## config.mk

```make
export PLATFORM = sky130hd
export DESIGN_NAME = parallel_sum_collector
export DESIGN_NICKNAME = d
export VERILOG_FILES = /design/src/rtl/parallel_sum_pkg.sv /design/src/rtl/sum_lane_acc.sv /design/src/rtl/parallel_sum_collector.sv
export SDC_FILE = /design/constraint.sdc
export NUM_CORES = 1
export LEC_CHECK = 0
export ABC_AREA = 1
export CAP_MARGIN = 20
export CORE_MARGIN = 1
export CORE_UTILIZATION = 50
export DETAILED_ROUTE_END_ITERATION = 7
export DONT_BUFFER_PORTS = 1
export MAX_ROUTING_LAYER = met4
export SYNTH_ARGS = -nofsm -noshare
export SYNTH_HDL_FRONTEND = slang
export SYNTH_SLANG_ARGS = --single-unit
```

## constraint.sdc

```tcl
create_clock -name clk -period 2.25 [get_ports clk]
set_input_delay 0.1125 -clock clk [delete_from_list [all_inputs] [get_ports clk]]
set_output_delay 0.1125 -clock clk [all_outputs]
set_load 0.05 [all_outputs]
```

## src/rtl/parallel_sum_pkg.sv

```systemverilog
// Shared types and helpers for parallel_sum_collector and its per-lane accumulators.
// Latency: n/a (types, constants and pure functions only).
// Backpressure: n/a.
package parallel_sum_pkg;

  // Output-side FSM: EMPTY = nothing presented, FULL = a frame total is presented
  typedef enum logic {
    EMPTY = 1'b0,
    FULL  = 1'b1
  } collector_state_t;

  // Result of a saturating add: clamped sum plus a flag saying the clamp engaged
  typedef struct packed {
    logic signed [31:0] sum;
    logic               ovf;
  } sat_res_t;

  // Beat-counter width for a frame of 'frame' beats (frame >= 2)
  function automatic int cnt_w(input int frame);
    return (frame < 2) ? 1 : $clog2(frame);
  endfunction

  // Signed add of acc + x clamped to the aw-bit two's complement range
  function automatic sat_res_t sat_add(input logic signed [31:0] acc,
                                       input logic signed [31:0] x,
                                       input int                 aw);
    longint   s;
    longint   hi;
    longint   lo;
    sat_res_t r;
    s  = longint'(acc) + longint'(x);
    hi = (longint'(1) <<< (aw - 1)) - 1;
    lo = -(longint'(1) <<< (aw - 1));
    r.ovf = 1'b0;
    if (s > hi) begin
      s     = hi;
      r.ovf = 1'b1;
    end else if (s < lo) begin
      s     = lo;
      r.ovf = 1'b1;
    end
    r.sum = 32'(s);
    return r;
  endfunction

endpackage

```

## src/rtl/sum_lane_acc.sv

```systemverilog
// One lane of the frame accumulator: running sum, optional saturation, sticky overflow.
// Latency: acc_next/ovf_next are combinational from acc and x; acc updates on accept.
// Backpressure: none locally; the parent only asserts accept for beats it actually takes.
// Build option: PARALLEL_SUM_COLLECTOR_SAT_EN selects saturating arithmetic + sticky ovf.
module sum_lane_acc
  import parallel_sum_pkg::*;
#(
  parameter int W  = 8,
  parameter int AW = W + 2
) (
  input  logic                 clk,
  input  logic                 rst,
  input  logic                 accept,
  input  logic                 last,
  input  logic signed [W-1:0]  x,
  output logic signed [AW-1:0] acc_next,
  output logic                 ovf_next
);

  logic signed [AW-1:0] acc;

`ifdef PARALLEL_SUM_COLLECTOR_SAT_EN
  sat_res_t sat;
  logic     sticky;

  // Clamped next value; ovf_next folds in every earlier clamp of this frame
  always_comb begin
    sat      = sat_add(32'(acc), 32'(x), AW);
    acc_next = sat.sum[AW-1:0];
    ovf_next = sticky | sat.ovf;
  end

  // Sticky overflow: set by any clamp in the frame, cleared when the frame closes
  always_ff @(posedge clk) begin
    if (rst) begin
      sticky <= 1'b0;
    end else if (accept) begin
      sticky <= last ? 1'b0 : ovf_next;
    end
  end
`else
  // Plain two's complement add, wraps modulo 2^AW; overflow is never reported
  always_comb begin
    acc_next = acc + AW'(x);
    ovf_next = 1'b0;
  end
`endif

  // Accumulator restarts from zero on the beat that closes the frame
  always_ff @(posedge clk) begin
    if (rst) begin
      acc <= '0;
    end else if (accept) begin
      acc <= last ? '0 : acc_next;
    end
  end

endmodule

```

## src/rtl/parallel_sum_collector.sv

```systemverilog
// Per-lane frame totals over FRAME beats, double-buffered: frame k presented while k+1 builds.
// Latency: out_valid rises one cycle after the FRAME-th beat is accepted.
// Backpressure: only the last beat of a frame stalls, and only while the previous total is unread.
// Build option: PARALLEL_SUM_COLLECTOR_SAT_EN enables saturating lanes and per-lane ovf.
module parallel_sum_collector
  import parallel_sum_pkg::*;
#(
  parameter int N     = 4,
  parameter int W     = 8,
  parameter int FRAME = 16,
  parameter int AW    = W + 2
) (
  input  logic                         clk,
  input  logic                         rst,
  input  logic                         in_valid,
  output logic                         in_ready,
  input  logic signed [W-1:0]          sum      [N],
  output logic                         out_valid,
  input  logic                         out_ready,
  output logic signed [AW-1:0]         total    [N],
  output logic [N-1:0]                 ovf,
  output logic [$clog2(FRAME)-1:0]     beat_cnt
);

  localparam int               CNT_W = cnt_w(FRAME);
  localparam logic [CNT_W-1:0] LAST  = CNT_W'(FRAME - 1);

  collector_state_t     state;
  logic                 accept;
  logic                 last_beat;
  logic                 frame_end;
  logic signed [AW-1:0] lane_next [N];
  logic [N-1:0]         lane_ovf;

  assign last_beat = (beat_cnt == LAST);
  assign in_ready  = !(out_valid && !out_ready && last_beat);
  assign accept    = in_valid && in_ready;
  assign frame_end = accept && last_beat;

  for (genvar g = 0; g < N; g++) begin : g_lane
    sum_lane_acc #(
      .W  (W),
      .AW (AW)
    ) u_lane (
      .clk      (clk),
      .rst      (rst),
      .accept   (accept),
      .last     (last_beat),
      .x        (sum[g]),
      .acc_next (lane_next[g]),
      .ovf_next (lane_ovf[g])
    );
  end

  // Beat position within the frame; holds across in_valid gaps
  always_ff @(posedge clk) begin
    if (rst) begin
      beat_cnt <= '0;
    end else if (accept) begin
      beat_cnt <= last_beat ? '0 : beat_cnt + 1'b1;
    end
  end

  // Output FSM and holding registers; a frame end during a handshake reloads with no bubble
  always_ff @(posedge clk) begin
    if (rst) begin
      state     <= EMPTY;
      out_valid <= 1'b0;
      ovf       <= '0;
      for (int i = 0; i < N; i++) total[i] <= '0;
    end else begin
      case (state)
        EMPTY: begin
          if (frame_end) begin
            state     <= FULL;
            out_valid <= 1'b1;
            ovf       <= lane_ovf;
            for (int i = 0; i < N; i++) total[i] <= lane_next[i];
          end
        end
        FULL: begin
          if (frame_end) begin
            // Only reachable with out_ready=1: the last beat is stalled otherwise
            ovf <= lane_ovf;
            for (int i = 0; i < N; i++) total[i] <= lane_next[i];
          end else if (out_ready) begin
            state     <= EMPTY;
            out_valid <= 1'b0;
          end
        end
        default: begin
          state     <= EMPTY;
          out_valid <= 1'b0;
        end
      endcase
    end
  end

endmodule
```

==> results_dict.tcl, run 1 <==
set metrics [dict create \
    place_area_um2 4990 \
    wire_per_inst_um 13.8 \
    place_ws_ps 436 \
    ir_worst_vdd_mv 0.324 \
    cp_num_cells 8 \
    finalHoldViolCount 0 \
    synth-edff-count 0 \
    yosysTopAreaCell "dfxtp_1" \
    holdWs_ps 32.0 \
    start_util_pct 52.0 \
    ios 86 \
    grt_pass1_vias 4075 \
    cts_tree "done" \
    critPathKind "reg -> reg" \
    dp_hpwl_um 7970 \
    path_buf_inv 1 \
    gr-max-usage-layer "met2" \
    grt_overflow_total 0 \
    ys.flop_type "dfxtp_1" \
    yosysMostFrequentCell "nand2_1" \
    fillers 949 \
    skew_ps 16.5 \
    cp_top_family "adder cells" \
    hold-path-cell-count 3 \
    antenna_found_initial 0 \
    worstPathMaxFanout 3 \
    yosysWarningCount 0 \
    path_cells "ha_1, inv_1, fa_1, nand3b_1, nand2_1, xnor2_1, or2_2, a21oi_1" \
    rsz0062_at_grt "false" \
    period_share_pct 81.7 \
    final_nets 757 \
    antenna_left 0 \
    worstRegToRegCells 8 \
    multiInputGateArea_um2 2720 \
    status "complete, no violations" \
    ys_ff_latch 86 \
    num_rows 35 \
    track_usage_pct 24.0 \
    met3_usage_pct 3.95 \
    clk_latency_ps 350 \
    drive_above_1_share_pct 5.99 \
    cp-end-kind "flip-flop" \
    netlist_area_um2 4850 \
    grt_max_degree 44 \
    finalMaxSlewViolations 0 \
    holdCritPathClass "in -> reg" \
    regArea_um2 1720 \
    place.port_buffers 0 \
    area_growth_pct 7.35 \
    die_area_um2 10100 \
    drt_iter0_drc 101 \
    postLayoutCellArea_um2 5200 \
    met2_usage_pct 38.4 \
    diodes 0 \
    place_congestion 0.868 \
    crit_slowest_cell "fa_1" \
    stdcell_count 814 \
    synth_cells 674 \
    power.density_nw_per_um2 673 \
    die_x_um 100 \
    vias_per_cell 5.15 \
    clkSinkCount 86 \
    place_inst 794 \
    cap_viol_max_count 0 \
    ctsHtreeMaxLevel 3 \
    yosys-top-cells-area "dfxtp_1 36%, nand2_1 17%, ha_1 9.5%, nand3_1 6.9%, a21oi_1 6.3%" \
    vias 4195 \
    syn_avg_cell_area_um2 7.19 \
    grt.met1_usage_pct 31.2 \
    design.core.area_um2 9330 \
    layout_setup_ws_ps 413 \
    min_period_ps 1840 \
    cp.arrival_ps 2120 \
    cts_root_buffer "clkbuf_8" \
    synth.distinct_cells 29 \
    synth_common_cells "219 x nand2_1, 86 x dfxtp_1, 67 x nand3_1" \
    yosysTopAreaCellShare_pct 35.5 \
    numCtsBuffers 9 \
    grt_pass1_wl_um 18700 \
    die_h_um 100 \
    worst_pin_slew_ps 580 \
    setup_tns_ps 0 \
    clock_path_buffers 2 \
    drtPass1Iterations 5 \
    yosysSeqAreaShare_pct 35.5 \
    drc_errors 0 \
    setup_violations 0 \
    ys_async_sr_fraction_pct 0 \
    path_clk_slew_ps 80 \
    slowest_delay_ps 400 \
    max_freq_mhz 544 \
    required_ps 2530 \
    p_leak_nw 2.53 \
    routed_wl_um 11200 \
    startpoint_type "flip-flop" \
    maxSlewHeadroom_pct 61.3 \
]
[placed cells by master (no fill, tap or decap), drive strengths merged, types with 4 or more instances in the layout]
cell / synthesis / routed
a21oi: 61 / 61
a22o: 11 / 11
buf: 20 / 12
clkbuf: 3 / 10
clkinv: 0 / 4
conb: 1 / 4
dfxtp: 86 / 86
fa: 4 / 4
ha: 37 / 37
inv: 67 / 68
nand2: 220 / 220
nand3: 70 / 70
nand3b: 13 / 13
nand4: 4 / 4
nor2: 30 / 30
o21ai: 14 / 14
o21bai: 4 / 4
or2: 8 / 8
xnor2: 11 / 11
xor2: 6 / 6
[final cells by class]
cell class	count	share of cell area, %
clock buffer	10	2.45
clock inverter	6	0.697
inverter	67	4.83
multi-input combinational	501	52.3
sequential	86	33.1
tap	129	3.10
timing repair buffer	15	3.51
[layer usage]
| metal | vias up | share of wire, % | routed length [um] |
|---|---|---|---|
| met2 | 91 | 45 | 5070 |
| met4 | 0 | 1.2 | 139 |
| met1 | 1888 | 48 | 5340 |
| met5 | - | 0 | 0 |
| li1 | 2202 | - | - |
| met3 | 14 | 5.7 | 642 |
[where the power goes]
group,switching [mW],total (mW),internal (mW)
Combinational,0.547,0.886,0.339
Clock,0.568,0.967,0.399
Sequential,0.0455,1.65,1.60
Total,1.16,3.50,2.34
[through the flow]
step	utilization, %	total power, mW
3_3_place_gp	53.5	2.53
3_5_place_dp	53.5	2.55
6_report	55.8	3.50
4_1_cts	55.8	3.54
5_1_grt	55.8	3.74
2_1_floorplan	-	2.40
[repair_timing]
item / 4_1_cts / 5_1_grt
hold buffers: 4 / 0
resized for setup: 0 / 0
hold endpoints to repair: 44 / 0
setup buffers: 0 / 0
[path summary, 6_finish.rpt]
kind / start / end / slack (ps)
worst max-delay path: g_lane[1].u_lane.acc[0] / g_lane[1].u_lane.acc[4] / 410
worst min-delay path: rst / total[39] / 30
worst max register to register: g_lane[1].u_lane.acc[0] / g_lane[1].u_lane.acc[4] / 410
worst min register to register: g_lane[2].u_lane.acc[4] / g_lane[2].u_lane.acc[4] / 470
[flip-flops by register name (all words and copies together) (netlist names)]
| name | flops |
|---|---|
| state | 1 |
| g_lane.u_lane.acc | 40 |
| beat_cnt | 4 |
| total | 40 |
| out_valid | 1 |
[worst register-to-register path, delay by kind of cell, from the launching register on]
kind | cells | cell delay [ps]
buf+inv | 1 | 60
simple gates | 3 | 590
flops | 1 | 340
fa+ha+maj | 2 | 590
compound gates | 1 | 110
xor+xnor | 1 | 90
[logic make-up (layout without fill, tap and decap cells)]
logic type | Yosys count | count (layout) | share of synthesized area [%]
fa+ha+maj | 41 | 41 | 11.2
other cells | 1 | 4 | 0.0773
compound gates | 91 | 91 | 10.5
simple gates | 348 | 348 | 31.1
buf+inv | 90 | 98 | 8.54
xor+xnor | 17 | 17 | 3.07
flops | 86 | 86 | 35.5
Note: power is estimated with default switching activity, not from simulation.
==> inputs of run 2 (changes only) <==
--- a/config.mk
+++ b/config.mk
@@ -5,7 +5,7 @@
 export SDC_FILE = /design/constraint.sdc
 export NUM_CORES = 1
 export LEC_CHECK = 0
-export ABC_AREA = 1
+export ABC_AREA = 0
 export CAP_MARGIN = 20
 export CORE_MARGIN = 1
 export CORE_UTILIZATION = 50
==> constraint.sdc (replaced) <==
create_clock -name clk -period 1.9 [get_ports clk]
set_input_delay 0.095 -clock clk [delete_from_list [all_inputs] [get_ports clk]]
set_output_delay 0.095 -clock clk [all_outputs]
set_load 0.05 [all_outputs]
==> run 2 against run 1 <==
Net effect: the run now ends with negative setup slack left; non-clock buffer count grew 66; sequential power increased by 24%; worst hold slack worse by 6.4 ps; maximum frequency fell by 13%; clock power grew 46%; first-iteration DRC count increased by 72%; area after synthesis down 3.0%; combinational power rose by 67%; utilization up 10 points; largest cell class unchanged.
==> results_dict.tcl, run 2 <==
set metrics [dict create \
    dp_hpwl_um 8380 \
    cp-end-kind "flip-flop" \
    path_clk_slew_ps 90 \
    hold-path-cell-count 3 \
    final_nets 707 \
    regArea_um2 1750 \
    yosysTopAreaCellShare_pct 36.6 \
    yosys-top-cells-area "dfxtp_1 37%, ha_1 9.8%, nor2_1 6.1%, a21oi_1 5.6%, nand2_1 5.1%" \
    r2r-start "g_lane[0].u_lane.acc[0]" \
    drtPass1Iterations 4 \
    diodes 0 \
    max_freq_mhz 473 \
    violations "negative setup slack" \
    grt_overflow_total 0 \
    synth-edff-count 0 \
    area_growth_pct 28.7 \
    r2r-end "total[38]" \
    vias_per_cell 5.74 \
    power.density_nw_per_um2 814 \
    synth_top_family_by_area "compound AO/OA/AOI/OAI gates" \
    netlist_area_um2 4700 \
    syn_avg_cell_area_um2 8.36 \
    drc_errors 0 \
    fin_util_pct 65.9 \
    ir_worst_vdd_mv 0.454 \
    grt_max_degree 71 \
    cap_viol_max_count 0 \
    synth-simple-area-share_pct 20.9 \
    startpoint_type "flip-flop" \
    ctsHtreeMaxLevel 3 \
    design.core.area_um2 9200 \
    yosysSeqAreaShare_pct 36.6 \
    worst_pin_slew_ps 551 \
    synth_common_cells "86 x dfxtp_1, 77 x nor2_1, 64 x nand2_1" \
    vias 4274 \
    maxSlewHeadroom_pct 63.2 \
    ys_ff_latch 86 \
    p_leak_nw 2.41 \
    multiInputGateArea_um2 3210 \
    stdcell_count 744 \
    worstRegToRegCells 9 \
    clk_latency_ps 350 \
    yosysMostFrequentCell "dfxtp_1" \
    holdCritPathClass "in -> reg" \
    rsz0062_at_grt "true" \
    die_area_um2 9800 \
    critPathKind "reg -> reg" \
    track_usage_pct 26.2 \
    clkSinkCount 86 \
    yosysWarningCount 0 \
    wire_per_inst_um 16.3 \
    skew_ps 8.13 \
    die_x_um 99 \
    yosysTopAreaCell "dfxtp_1" \
    drt_iter0_drc 174 \
    r2r_setup_slack_ps -220 \
    antenna_left 0 \
    ios 86 \
    final_cell_mix "73 x nor2_1, 72 x dfxtp_1, 68 x buf_4" \
    synth.distinct_cells 45 \
    period_share_pct 111 \
    min_period_ps 2120 \
    synth_xor_area_share_pct 3.35 \
    layout_setup_ws_ps -215 \
    place_inst 710 \
    reg_top3 "g_lane.u_lane.acc (40), total (40), beat_cnt (4)" \
    place.port_buffers 0 \
    clock_path_buffers 2 \
    cts_root_buffer "clkbuf_8" \
    required_ps 2160 \
    hold_end "total[20]" \
    setup_violations 20 \
    synth_cells 563 \
    place_area_um2 5370 \
    die_h_um 99 \
    synth_compound_area_share_pct 23.6 \
    postLayoutCellArea_um2 6060 \
    crit_slowest_cell "dfxtp_2" \
    drive_above_1_share_pct 28.8 \
    power.total_mw 4.93 \
    cts_tree "done" \
    yosys.area_share.adder_pct 11.5 \
    numCtsBuffers 9 \
    slowest_delay_ps 360 \
    fillers 794 \
    finalHoldViolCount 0 \
    worstPathMaxFanout 3 \
    path_cells "ha_4, inv_2, fa_2, nor2b_1, o21a_1, o211a_1, nor3_2, or3_1, a311oi_2" \
    start_util_pct 51.2 \
    grt_pass1_vias 4150 \
    antenna_found_initial 0 \
    muxShareOfSynthArea_pct 0.213 \
    status "finished, violations left" \
    ys_async_sr_fraction_pct 0 \
    num_rows 35 \
    min-delay-start "sum[16]" \
    place_ws_ps -188 \
    cp.arrival_ps 2380 \
    final_common_cell "nor2_1" \
    finalMaxSlewViolations 0 \
    ys.flop_type "dfxtp_1" \
    routed_wl_um 12200 \
    grt_pass1_wl_um 19500 \
    place_congestion 0.846 \
]
-- run 2: changes by cell type after synthesis, sizes merged, moves of 16 or more --
cell | previous run | this run
a211oi | 0 | 16
a22oi | 0 | 20
clkbuf | 3 | 19
inv | 67 | 13
nand2 | 220 | 64
nand3 | 70 | 11
nor2 | 30 | 77
-- run 2: routing by layer --
layer | track usage [%] | vias to the layer above | wire length (um)
met1 | 30.8 | 2012 | 5250
met3 | 6.52 | 24 | 742
met4 | 9.07 | 0 | 293
met2 | 43.5 | 94 | 5870
li1 | - | 2144 | -
met5 | - | - | 0
-- run 2: area by class of cell --
cell class,count,area share [%]
Clock buffer,10,2.27
Clock inverter,4,1.18
Sequential cell,86,28.8
Tap cell,111,2.29
Timing Repair Buffer,81,11.6
Inverter,13,0.806
Multi-Input combinational cell,439,53.0
-- run 2: repair_timing --
action                                  CTS  global route
resized for setup                        30            35
endpoints found under the setup margin   27            32
pin swaps                                50            43
hold endpoints to repair                 70             0
setup buffers                            13            12
hold buffers                              5             0
-- run 2: critical path: cells and delay by family (launching register included) --
family / cells / cell delay [ps]
buffers and inverters: 1 / 30
AO/OA/AOI/OAI: 3 / 650
adder cells (fa/ha/maj): 2 / 450
AND/OR/NAND/NOR: 3 / 520
flip-flops: 1 / 360
-- run 2: cells by family (layout without fill, tap and decap cells) --
logic type	Yosys count	in the layout
multiplexers	1	1
AO/OA/AOI/OAI	162	162
AND/OR/NAND/NOR	213	213
buffers and inverters	41	108
adder cells (fa/ha/maj)	41	41
XOR/XNOR	18	18
other	1	4
flip-flops	86	86
-- run 2: worst max-delay path by stage --
stage / from / to / cells past startpoint
after global placement: g_lane[1].u_lane.acc[1] / total[29] / 8
after floorplan: beat_cnt[0] / g_lane[0].u_lane.acc[8] / 7
after detailed placement: g_lane[2].u_lane.acc[1] / g_lane[2].u_lane.acc[9] / 8
after global routing: g_lane[0].u_lane.acc[0] / total[38] / 9
final: g_lane[0].u_lane.acc[0] / total[38] / 9
after CTS: g_lane[0].u_lane.acc[0] / total[38] / 9
-- run 2: power breakdown --
part | switching, mW | internal (mW) | leakage (nW)
registers | 0.103 | 1.94 | 0.708
logic | 0.745 | 0.730 | 1.60
clock network | 0.651 | 0.762 | 0.109
total | 1.50 | 3.43 | 2.41
-- run 2: stage by stage --
step	setup TNS [ps]	hold WS [ps]
2_1_floorplan	-3130	210
3_3_place_gp	-1660	169
3_5_place_dp	-2880	170
4_1_cts	-1660	11.3
5_1_grt	-3720	10.6
6_report	-1800	25.6
